### src/rtl/stream_inst_dispatch.sv
// stream_inst_dispatch
//
// Clocked consumer behind the five-way stream-instruction mutex merge. Each
// rising edge of the merged drive captures the source index and instruction
// word into a small FIFO. The FIFO head is issued to the datapath over
// valid/ready, and a one-cycle free pulse returns credit to the merge.
//
// Optional feature (build macro STREAM_DISPATCH_CNT_EN): five saturating
// per-source issue counters exported on o_cnt.
//
// Ports:
//   clk, rst        clock, asynchronous active-high reset
//   i_drive         merged drive (asynchronous), synchronized internally
//   i_src, i_inst   source index and instruction word for the active drive
//   o_free          one-cycle credit pulse back to the merge
//   o_valid, o_src, o_inst, i_ready   issue handshake (head of FIFO)
//   o_full, o_empty FIFO status
//   o_err           sticky: overflow, illegal source, or owed-free violation
//   o_cnt           per-source issue counts (STREAM_DISPATCH_CNT_EN only)

module stream_inst_dispatch #(
    parameter int INST_W = 32,
    parameter int DEPTH  = 4,
    parameter int CNT_W  = 16
) (
    input  logic              clk,
    input  logic              rst,
    input  logic              i_drive,
    input  logic [2:0]        i_src,
    input  logic [INST_W-1:0] i_inst,
    output logic              o_free,
    output logic              o_valid,
    output logic [2:0]        o_src,
    output logic [INST_W-1:0] o_inst,
    input  logic              i_ready,
    output logic              o_full,
    output logic              o_empty,
    output logic              o_err
`ifdef STREAM_DISPATCH_CNT_EN
    ,
    output logic [5*CNT_W-1:0] o_cnt
`endif
);

    localparam int AW = $clog2(DEPTH);

    if (DEPTH < 2 || (DEPTH & (DEPTH - 1)) != 0 || CNT_W < 1) begin : g_param_check
        $error("stream_inst_dispatch: DEPTH must be a power of two >= 2, CNT_W >= 1");
    end

    typedef enum logic [1:0] {StEmpty, StPartial, StFull} state_e;

    state_e            state;
    logic [2:0]        sync_q;          // [0],[1] synchronizer, [2] edge-detect history
    logic [AW:0]       wptr, rptr;
    logic              free_q, free_pend, err_q;
    logic [INST_W-1:0] inst_mem [DEPTH];
    logic [2:0]        src_mem  [DEPTH];

    logic        strobe, pop, ptr_full, accept, will_fill, free_nxt;
    logic        drop, illegal, violation;
    logic [AW:0] count;

    assign strobe   = sync_q[1] & ~sync_q[2];
    assign pop      = o_valid & i_ready;
    assign count    = wptr - rptr;
    assign ptr_full = (wptr[AW] != rptr[AW]) && (wptr[AW-1:0] == rptr[AW-1:0]);

    // A pop in the same cycle frees a slot, so a capture at full is still accepted.
    assign accept    = strobe & (~ptr_full | pop);
    // Capture without pop that makes the FIFO full: the free is owed, not issued.
    assign will_fill = accept & ~pop & (count == (AW + 1)'(DEPTH - 1));
    assign free_nxt  = (accept & ~will_fill) | (pop & free_pend);

    assign drop      = strobe & ptr_full & ~pop;
    assign illegal   = strobe & (i_src > 3'd4);
    assign violation = strobe & free_pend & ~pop;

    always_ff @(posedge clk or posedge rst) begin
        if (rst) begin
            sync_q    <= '0;
            wptr      <= '0;
            rptr      <= '0;
            state     <= StEmpty;
            free_q    <= 1'b0;
            free_pend <= 1'b0;
            err_q     <= 1'b0;
        end else begin
            sync_q <= {sync_q[1:0], i_drive};
            if (accept) wptr <= wptr + 1'b1;
            if (pop)    rptr <= rptr + 1'b1;

            case (state)
                StEmpty:   if (accept) state <= StPartial;
                StPartial: begin
                    if (accept && !pop) begin
                        state <= (count == (AW + 1)'(DEPTH - 1)) ? StFull : StPartial;
                    end else if (pop && !accept) begin
                        state <= (count == (AW + 1)'(1)) ? StEmpty : StPartial;
                    end
                end
                StFull:    if (pop && !accept) state <= StPartial;
                default:   state <= StEmpty;
            endcase

            free_q <= free_nxt;
            if (will_fill)  free_pend <= 1'b1;
            else if (pop)   free_pend <= 1'b0;
            if (drop || illegal || violation) err_q <= 1'b1;
        end
    end

    // Storage needs no reset: entries are only visible while o_valid is high.
    always_ff @(posedge clk) begin
        if (accept) begin
            inst_mem[wptr[AW-1:0]] <= i_inst;
            src_mem[wptr[AW-1:0]]  <= i_src;
        end
    end

    assign o_free  = free_q;
    assign o_err   = err_q;
    assign o_empty = (state == StEmpty);
    assign o_full  = (state == StFull);
    assign o_valid = ~o_empty;
    assign o_src   = src_mem[rptr[AW-1:0]];
    assign o_inst  = inst_mem[rptr[AW-1:0]];

`ifdef STREAM_DISPATCH_CNT_EN
    logic [CNT_W-1:0] cnt_q [5];

    always_ff @(posedge clk or posedge rst) begin
        if (rst) begin
            for (int k = 0; k < 5; k++) cnt_q[k] <= '0;
        end else if (pop && o_src <= 3'd4) begin
            for (int k = 0; k < 5; k++) begin
                if (o_src == 3'(k) && cnt_q[k] != '1) cnt_q[k] <= cnt_q[k] + 1'b1;
            end
        end
    end

    for (genvar k = 0; k < 5; k++) begin : g_cnt_out
        assign o_cnt[k*CNT_W +: CNT_W] = cnt_q[k];
    end
`endif

endmodule
### config.mk
export PLATFORM = sky130hd
export DESIGN_NAME = stream_inst_dispatch
export DESIGN_NICKNAME = d
export VERILOG_FILES = /design/src/rtl/stream_inst_dispatch.sv
export SDC_FILE = /design/constraint.sdc
export NUM_CORES = 1
export LEC_CHECK = 0
export CELL_PAD_IN_SITES_DETAIL_PLACEMENT = 1
export CELL_PAD_IN_SITES_GLOBAL_PLACEMENT = 1
export CORE_ASPECT_RATIO = 0.8
export CORE_MARGIN = 2
export CORE_UTILIZATION = 25
export CTS_CLUSTER_DIAMETER = 200
export DETAILED_ROUTE_END_ITERATION = 10
export PLACE_DENSITY = 0.6
export SKIP_CTS_REPAIR_TIMING = 1
export SLEW_MARGIN = 30
export SYNTH_ARGS = -nofsm -noshare
export SYNTH_HDL_FRONTEND = slang
export SYNTH_SLANG_ARGS = --single-unit
### constraint.sdc
create_clock -name clk -period 4.1 [get_ports clk]
set_input_delay 0.615 -clock clk [delete_from_list [all_inputs] [get_ports clk]]
set_output_delay 0.615 -clock clk [all_outputs]
set_load 0.005 [all_outputs]
==> flow_summary.yaml, run 1 <==
clocking:
  numClockSinks: 154
  cts.htree.levels: 4
  clk_latency_ns: 0.43
  clkTransAtPathRegs_ns: 0.07
  numCtsBuffers: 17
  cts_root_buf: "clkbuf_16"
  cts_tree: "yes"
  clock_path_buffers: 2
synthesis:
  synth_cells: 252
  synthFlopType: "edfxtp_1"
  yosysTopAreaCell: "edfxtp_1"
  ys_top_cells_by_count: "edfxtp_1, mux4_2, dfrtp_1, ha_1, inv_1"
  ys_async_sr_fraction_pct: 9.091
  ys_ff_latch: 154
  synthTopCellsByArea: "edfxtp_1, mux4_2, dfrtp_1, ha_1, xnor2_1"
  synth_seq_area_share_pct: 78.11
  synth_top_area_share_pct: 72.10
  netlist_area_mm2: 0.005831
  synth_nets: 301
  ys_types: 32
  yosysMostFrequentCell: "edfxtp_1"
  avgSynthCellArea_um2: 23.14
  yosysWarnings: 0
  synth_edf_count: 140
floorplan:
  core-area_mm2: 0.02268
  die-height_um: 140.6
  dieArea_mm2: 0.02457
  die_w_um: 174.7
  num_rows: 49
  start_util_pct: 25.70
  ios: 79
global_route:
  track_usage_pct: 10.65
  grt_pass1_wl_um: 19030
  grt_pass1_vias: 3209
  grt_antenna_before_repair: 0
  grt-ovfl-total: 0
  grt_max_degree: 38
sta:
  grt_setup_unrepaired: "false"
  setup_viol: 0
  setup_tns_ns: 0
  max_freq_ghz: 0.3103
  worst_slew_pin_slew_ns: 0.5890
  finalCriticalPeriod_ns: 3.223
  hold_violations: 0
  fin_skew_ns: 0.01157
  maxSlewViolCount: 0
  period_share_pct: 78.61
  slew-limit-headroom_pct: 60.73
routing:
  drtIter0Drc: 140
  wire_per_inst_um: 18.27
  wirelength_um: 12190
  dr.pass1.iters: 4
  routed_via_density: 4.195
  drcViolationCount: 0
  vias: 2798
  ant_nets: 0
worst_hold_path:
  min-delay-start: "sync_q[0]"
  worst_hold_path_type: "reg -> reg"
cells_and_area:
  nFillCells: 2294
  layout-drive-gt1-share_pct: 23.82
  area_delta_synth_final_pct: 30.88
  post-route-util_pct: 33.64
  fin_cells: 667
  n_antenna_cell: 0
  final_nets: 397
worst_setup_path:
  startpoint: "rptr[0]"
  crit_type: "reg -> out"
  critical-path-top-delay-family: "buffers and inverters"
  cp_num_buf_inv: 2
  rr_startpoint: "rptr[0]"
  cpPeakStageDelay_ns: 0.69
  cpMaxStageDelayCell: "dfrtp_2"
  worstSetupStartpointType: "flip-flop"
  cp_max_fo: 15
  cp.required_ns: 3.48
  worst_ep_arrival_time_ns: 2.61
  endpoint_kind: "primary output"
  path_cells: "buf_4 > mux4_2 > clkdlybuf4s50_1"
outcome:
  outcome: "complete, no violations"
job:
  cap_violations: 0
placed_design:
  port-buffer-count: 78
  dp_hpwl_um: 7651
  post-place-cells: 635
  routabilityCongestion: 0.7370
power:
  design_power_total_w: 0.005172
  ir_drop_v: 0.0002989
  p_leak_nw: 2.492
  p_per_area_mw_per_mm2: 677.7
[metrics by stage]
stage | area [um2] | setup slack (ns) | hold WS (ns)
after CTS | 7630 | 0.7760 | 0.3574
after global routing | 7631 | 0.7028 | 0.3763
after detailed placement | 7037 | 0.8358 | 0.3427
final | 7631 | 0.8769 | 0.3524
after global placement | 7037 | 0.9657 | 0.3458
after floorplan | 5831 | 0.1856 | 0.3312
[sequential cells by signal, summed over array words and instances (netlist names)]
register   count
o_free         1
src_mem       12
wptr           3
free_pend      1
o_err          1
rptr           3
state          2
sync_q         3
inst_mem     128
[cell families (layout without fill, tap and decap cells)]
group                      Yosys count  in the layout  synth area share (%)
and+or+nand+nor                     17             17                 1.760
xor gates and xnor gates             7              7                 1.309
adders and majority gates           10             10                 2.275
AOI/OAI and AO/OA                   11             11                 1.652
buffers and inverters               17            126                 1.180
muxes                               36             36                 13.71
DFF                                154            154                 78.11
[cell type report]
cell class	count	area, um2	share of cell area (%)
clock inverters	15	167.7	2.197
inverters	9	33.78	0.4427
clock buffers	17	425.4	5.575
flip-flops and latches	154	4557	59.71
repair buffers	85	833.3	10.92
well taps	306	382.9	5.017
multi-input cells	81	1231	16.13
[power by group]
part	switching (W)	internal, W
sequential	0.000110	0.00193
combinational	0.000686	0.000879
clock	0.000658	0.000907
[worst paths after layout]
check                            endpoint  slack [ns]  cells past startpoint
max                            o_inst[29]        0.88                      3
min                             sync_q[1]        0.35                      0
max reg2reg                inst_mem[2][1]        1.36                      4
min in group asynchronous        state[0]        0.54                      2
min reg2reg                     sync_q[1]        0.35                      0
max in group asynchronous         rptr[1]        3.15                      2
[layer usage]
layer	global-route usage, %	vias to the layer above	wire length [um]	share of wire (%)
met1	13.63	1484	5531	45
met3	4.099	12	604	5.0
met4	3.772	0	131	1.1
met5	0	-	0	0
met2	16.58	70	5921	49
li1	-	1232	-	-
[cell usage in the layout (no fill, tap or decap), drive strengths merged, types with 2 or more instances in the layout]
cell type	count
mux4	35
edfxtp	140
dfrtp	14
clkdlybuf4s50	78
xnor2	4
nand2b	3
bufinv	2
xor2	2
inv	13
nor2	2
a41oi	2
and2	3
clkinvlp	4
clkbuf	17
o21a	2
nand2	4
buf	7
clkinv	5
ha	9
(Power assumes the default switching activity.)
==> run 2: changes to the inputs <==
==> constraint.sdc (replaced) <==
create_clock -name clk -period 2.6 [get_ports clk]
set_input_delay 0.39 -clock clk [delete_from_list [all_inputs] [get_ports clk]]
set_output_delay 0.39 -clock clk [all_outputs]
set_load 0.005 [all_outputs]
==> flow_summary.yaml, run 2 (synthesis gave the netlist of run 1 again) <==
cells_and_area:
  area_delta_synth_final_pct: 34.72
  final_nets: 409
  largest_reg_flops: 128
  post-route-util_pct: 34.63
  layout_common_cells: "edfxtp_1, clkdlybuf4s50_1, mux4_2"
  layout_commonest_cell: "edfxtp_1"
  n_antenna_cell: 0
  layout-drive-gt1-share_pct: 26.27
  fin_cells: 679
worst_setup_path:
  rr_startpoint: "rptr[0]"
  cp.required_ns: 2.21
  worst_ep_arrival_time_ns: 2.14
  timing.rr.end: "o_free"
  cp_max_fo: 10
  path_cells: "buf_4 > buf_12 > mux4_2 > clkdlybuf4s50_1"
  crit_type: "reg -> out"
  endpoint_kind: "primary output"
  cp_num_buf_inv: 3
  r2r_setup_slack_ns: 0.37
  cpMaxStageDelayCell: "clkdlybuf4s50_1"
  worstRegToRegCells: 6
  critical-path-top-delay-family: "buffers and inverters"
  worstSetupStartpointType: "flip-flop"
  cpPeakStageDelay_ns: 0.51
power:
  p_per_area_mw_per_mm2: 1059
  p_leak_nw: 2.698
  ir_drop_v: 0.0003608
  design_power_total_w: 0.008315
routing:
  drcViolationCount: 0
  dr.pass1.iters: 4
  wire_per_inst_um: 18.48
  wirelength_um: 12550
  routed_via_density: 4.190
  drtIter0Drc: 106
  ant_nets: 0
  vias: 2845
floorplan:
  core-area_mm2: 0.02268
  die_w_um: 174.7
  dieArea_mm2: 0.02457
  die-height_um: 140.6
  ios: 79
  start_util_pct: 25.70
  num_rows: 49
clocking:
  clock_path_buffers: 2
  numClockSinks: 154
  cts_root_buf: "clkbuf_16"
  numCtsBuffers: 17
  cts_tree: "yes"
  clk_latency_ns: 0.42
  cts.htree.levels: 4
  clkTransAtPathRegs_ns: 0.07
sta:
  setup_tns_ns: 0
  hold_ws_ns: 0.3123
  setup_viol: 0
  slew-limit-headroom_pct: 64.10
  max_freq_ghz: 0.3947
  finalCriticalPeriod_ns: 2.533
  hold_violations: 0
  fin_skew_ns: 0.008023
  maxSlewViolCount: 0
  period_share_pct: 97.43
  worst_slew_pin_slew_ns: 0.5378
placed_design:
  post-place-cells: 639
  dp_hpwl_um: 7830
  routabilityCongestion: 0.7505
  port-buffer-count: 78
worst_hold_path:
  worst_hold_path_type: "in -> async"
global_route:
  grt-ovfl-total: 0
  grt_antenna_before_repair: 0
  grt_max_degree: 37
  track_usage_pct: 10.69
  grt_pass1_wl_um: 19320
  grt_pass1_vias: 3182
outcome:
  outcome: "complete, no violations"
job:
  cap_violations: 0
[run 2: changes by cell type in the layout (fill, tap and decap cells not counted), sizes merged, moves of 2 or more]
cell | before | now
inv | 13 | 20
clkdlybuf4s50 | 78 | 66
clkinvlp | 4 | 2
clkinv | 5 | 2
buf | 7 | 18
dlymetal6s2s | 0 | 12
bufinv | 2 | 0
[run 2: worst reg2reg max path: stages (launching register included)]
cell	delay [ns]
dfrtp_2	0.45
buf_4	0.15
ha_1	0.18
fa_1	0.38
xor3_1	0.23
or4b_4	0.52
a22o_1	0.21
[run 2: worst max-delay path by stage]
stage                             to    start  depth (start not counted)
after global routing        o_src[1]  rptr[0]                          4
after detailed placement      o_free  i_ready                          7
after global placement        o_free  i_ready                          7
after CTS                 o_inst[28]  rptr[0]                          3
after floorplan               o_free  rptr[1]                          8
final                       o_src[1]  rptr[0]                          4
[run 2: power by group]
part           internal (W)  total [W]  leakage (nW)  switching (W)
logic               0.00157    0.00274         0.985        0.00117
registers           0.00304    0.00318          1.43       0.000135
clock network       0.00128    0.00239         0.280        0.00111
total               0.00590    0.00831          2.70        0.00241
[run 2: area by class of cell]
type                       count  area, um2
clock buffer                  17      425.4
timing repair buffer          97       1075
fill                        2273      14830
clock inverter                15      151.4
tap                          306      382.9
inverter                       9      33.78
multi-input combinational     81       1230
sequential                   154       4557
[run 2: routing by layer]
metal / vias to the layer above / GRT usage (%) / share of wire (%)
li1: 1263 / - / -
met1: 1512 / 14.28 / 46
met2: 62 / 17.20 / 49
met3: 8 / 3.074 / 3.8
met4: 0 / 2.763 / 0.71
met5: - / 0 / 0
[run 2: per-stage QoR]
stage | instance area [um2] | setup slack [ns]
after global placement | 7154 | 0.2531
after global routing | 7855 | -0.01587
after detailed placement | 7154 | 0.1857
final | 7855 | 0.06673
after CTS | 7731 | -0.03102
after floorplan | 5856 | 0.04095
==> patch 1: new RTL, config.mk and constraints of run 1 <==
Register the output `o_err` once more, cleared by the reset; this adds one clock of latency there. The other outputs are not delayed to match.
--- a/src/rtl/stream_inst_dispatch.sv
+++ b/src/rtl/stream_inst_dispatch.sv
@@ -121,3 +121,9 @@
     assign o_free  = free_q;
-    assign o_err   = err_q;
+    always_ff @(posedge clk or posedge rst) begin
+        if (rst) begin
+            o_err <= '0;
+        end else begin
+            o_err <= err_q;
+        end
+    end
     assign o_empty = (state == StEmpty);
Formal check against the unedited RTL: not equivalent (Yosys sat finds a counterexample within 4 cycles, from zero or initial values and one cycle with rst high).
==> patch 1 against run 1 <==
  * Setup slack improved by 0.012 ns
  * Wire length decreased by 3.9%
  * Non-clock buffer count increased by 3
  * Power decreased by 2.7%
  * Synthesized cell count is 0.40% higher
  * Cell area about the same
  * Synthesized area up 0.43%
  * Sequential cell count is 1 higher
  * Clock power shrank 8%
  * Largest cell class unchanged
  * Largest power group unchanged
  * Highest routed layer unchanged
==> patch 1: results (changes against run 1) <==
* Status: completed
* Max_slew headroom at 58.12% (-2.6 points)
* Crit path arrival time at 2.60 ns (about the same)
* Max incr delay on CP at 0.74 ns (+0.05 ns)
* Met2 global-route usage at 16.45% (-0.13 points)
* Clk_skew at 0.007031 ns (-0.004542 ns)
* Period utilisation layout at 78.32% (-0.29 points)
* Sequential share of the synthesized area at 78.21% (+0.094 points)
* Async S/R FF share, synth at 9.677% (+0.59 points)
* Filler cell count at 2,318 (+1.0%)
* Area Overhead vs Synth at 30.36%
* Post-Place Cells at 645 (+1.6%)
* FF-to-FF End: inst_mem[0][16]
* Layout cell share with drive strength beyond 1 at 24.11% (+0.29 points)
* DR WL/cell at 17.30 um (-5.3%)
* Reg2Reg Depth at 5 (+1)
* Iteration-0 DRC count of the detailed router at 182 (+30%)
* Routability cong. at 0.8045 (+9.2%)
* Met3 GRT Util at 2.508% (-1.6 points)
* Top post-synthesis cells by area: edfxtp_1 72%, mux4_2 13%, dfrtp_1 6.4%, ha_1 1.9%, xnor2_1 0.60%
* Leak at 2.501 nW (+0.35%)
* Vias at 2,760 (-1.4%)
* M1 WL at 5264 um (-4.8%)
* Global-route wire length before repair at 18,200 um (-4.4%)
* Post-synthesis cell count at 253 (+0.40%)
* Initial antenna violation count at 1 (+1)
* Met2 WL at 5793 um (-2.2%)
-- patch 1: changes by cell type after synthesis --
cell     change
dfrtp_1      +1
-- patch 1: cell families (layout without fill, tap and decap cells) --
| kind of cell | Yosys count | count (layout) | share of synthesized area, % |
|---|---|---|---|
| xor+xnor | 7 | 7 | 1.303 |
| compound gates | 11 | 11 | 1.645 |
| buf+inv | 17 | 129 | 1.175 |
| fa+ha+maj | 10 | 10 | 2.265 |
| mux | 36 | 36 | 13.65 |
| simple gates | 17 | 17 | 1.752 |
| flops | 155 | 155 | 78.21 |
-- patch 1: power breakdown --
group | internal [mW] | switching [mW] | total [mW] | leakage [nW]
Clock | 0.784 | 0.655 | 1.44 | 0.263
Combinational | 0.880 | 0.627 | 1.51 | 0.796
Sequential | 1.94 | 0.148 | 2.09 | 1.44
-- patch 1: cell type report --
cell class,count,share of cell area (%)
tap,312,5.114
multi-input combinational,81,16.11
timing repair buffer,88,11.21
inverter,9,0.4426
clock buffer,17,5.573
sequential,155,60.02
clock inverter,15,1.524
==> patch 2: new RTL, flow settings as in run 1 <==
Made on the original files. `INST_W`: 32 -> 36.
--- a/src/rtl/stream_inst_dispatch.sv
+++ b/src/rtl/stream_inst_dispatch.sv
@@ -21,3 +21,3 @@
 module stream_inst_dispatch #(
-    parameter int INST_W = 32,
+    parameter int INST_W = 36,
     parameter int DEPTH  = 4,
Interface: changed (resized i_inst and o_inst); port bits go from 79 to 87. The function was not compared with the original's and may differ.
==> patch 2 against run 1 <==
  * Die area is 9.6% higher
  * Synthesized area is 9.9% higher
  * Wire length is 10% higher
  * Power is 7.0% higher
  * Sequential cell count is 16 higher
  * Via count is 8.6% higher
  * Non-clock buffer count is 10 higher
  * Count of clock-buffer cells in the layout is 2 higher
  * Setup slack worse by 0.12 ns
  * Cell area is 8.9% higher
  * Sequential power is 12% higher
  * Combinational power is 5% higher
==> patch 2: results (changes against run 1) <==
* Clock root cell: clkbuf_16
* Post-Syn Nets at 326 (+8.3%)
* Top post-synthesis cells by area: edfxtp_1 73%, mux4_2 14%, dfrtp_1 5.5%, ha_1 1.8%, xnor2_1 0.55%
* Port-buffer cells at 86 (+10%)
* Reg clk slew, reported paths at 0.06 ns
* Most frequent cells after synthesis: 156 x edfxtp_1, 39 x mux4_2, 14 x dfrtp_1
* Number of synthesized flops with an enable pin at 156 (+11%)
* Layout cell share with drive strength beyond 1 at 22.56% (-1.3 points)
* Number of distinct library cells after synthesis at 32 (unchanged)
* Async S/R FF share, synth at 8.235% (-0.86 points)
* Sequential share of the synthesized area at 78.58% (+0.47 points)
* Critical path peak fanout at 26 (+11)
* Routed WL at 13,410 um (+10%)
* Top sig layer: met4
* Switch Pwr at 1.501 mW (+3.2%)
* Metal3 WL at 602 um (-0.33%)
* Iteration-0 DRC count of the detailed router at 236 (+69%)
* Clk_skew at 0.006282 ns (-0.005291 ns)
* Slew @ Worst Pin at 0.7358 ns (+0.1468 ns)
* VDD IR max at 0.2781 mV (-7.0%)
* Vias at 3,040 (+8.6%)
* Initial antenna violation count at 0 (unchanged)
* Status: completed
* DRT Pass-1 Iters at 4 (unchanged)
* Routability cong. at 0.7322 (-0.65%)
* Max reg flops at 144 (+13%)
* Final HPWL DP at 8656 um (+13%)
* Number of global-route vias before repair at 3,378 (+5.3%)
* Leak at 2.716 nW (+9.0%)
* Net count, final at 431 (+8.6%)
* Total GRT Usage at 10.51% (-0.15 points)
* Global-route wire length before repair at 20,500 um (+7.7%)
* Pin count of the biggest net entering global routing at 42 (+11%)
* Crit path arrival time at 2.73 ns (+0.12 ns)
* Met2 WL at 6511 um (+10%)
* Filler cell count at 2,538 (+11%)
* H-Tree Depth at 4 (unchanged)
* M1 WL at 6127 um (+11%)
[patch 2: cell count changes in the layout (fill, tap and decap cells not counted), moves of 2 or more]
cell / before / now
mux4_2: 35 / 39
clkinv_4: 4 / 2
buf_4: 7 / 9
clkinvlp_4: 4 / 2
clkinv_2: 1 / 3
inv_6: 3 / 1
edfxtp_1: 140 / 156
clkdlybuf4s50_1: 78 / 86
clkbuf_1: 0 / 2
[patch 2: cell families after synthesis]
group	after synthesis	synth area share, %
flops	170	78.58
fa+ha+maj	10	2.070
xor+xnor	7	1.191
buf+inv	18	1.133
compound gates	11	1.621
simple gates	17	1.523
mux	40	13.88
[patch 2: worst paths after layout]
path                              endpoint  slack (ns)  cells after the start
max in group asynchronous          rptr[0]        3.15                      2
min in group asynchronous        sync_q[1]        0.54                      2
max reg2reg                inst_mem[1][20]        1.15                      4
min reg2reg                      sync_q[1]        0.35                      0
max                             o_inst[13]        0.75                      3
min                              sync_q[1]        0.35                      0
[patch 2: power by group through the flow]
stage	combinational [mW]	clock, mW	sequential [mW]
2_1_floorplan	0.919	0	2.23
3_3_place_gp	1.67	0	2.32
3_5_place_dp	1.68	0	2.33
4_1_cts	1.69	1.65	2.29
5_1_grt	1.78	1.71	2.32
6_report	1.65	1.60	2.28
[patch 2: critical path, cell delays in order (launching register included)]
cell and delay (ns):
dfrtp_4 0.78, buf_4 0.44, mux4_2 0.60, clkdlybuf4s50_1 0.48
[patch 2: final cells by class]
class / instances / area [sq um] / share of cell area [%]
sequential: 170 / 5040 / 60.63
multi-input combinational: 85 / 1323 / 15.91
timing repair buffer: 95 / 928.4 / 11.17
clock buffer: 19 / 432.9 / 5.208
tap: 324 / 405.4 / 4.877
clock inverter: 12 / 150.1 / 1.806
inverter: 9 / 33.78 / 0.4064
[patch 2: routing by layer]
metal	track usage (%)	vias up
met5	0	-
met3	3.049	14
met1	13.65	1606
met2	16.97	86
li1	-	1334
met4	3.480	0
[patch 2: per-stage QoR]
step / instance area (sq um) / setup slack [ns] / power [mW] / cells
after floorplan: 6407 / 0.2317 / 3.150 / 273
after global routing: 8313 / 0.5568 / 5.807 / 714
final: 8313 / 0.7520 / 5.535 / 714
after global placement: 7730 / 0.9276 / 3.990 / 683
after CTS: 8313 / 0.6461 / 5.636 / 714
after detailed placement: 7730 / 0.8005 / 4.012 / 683
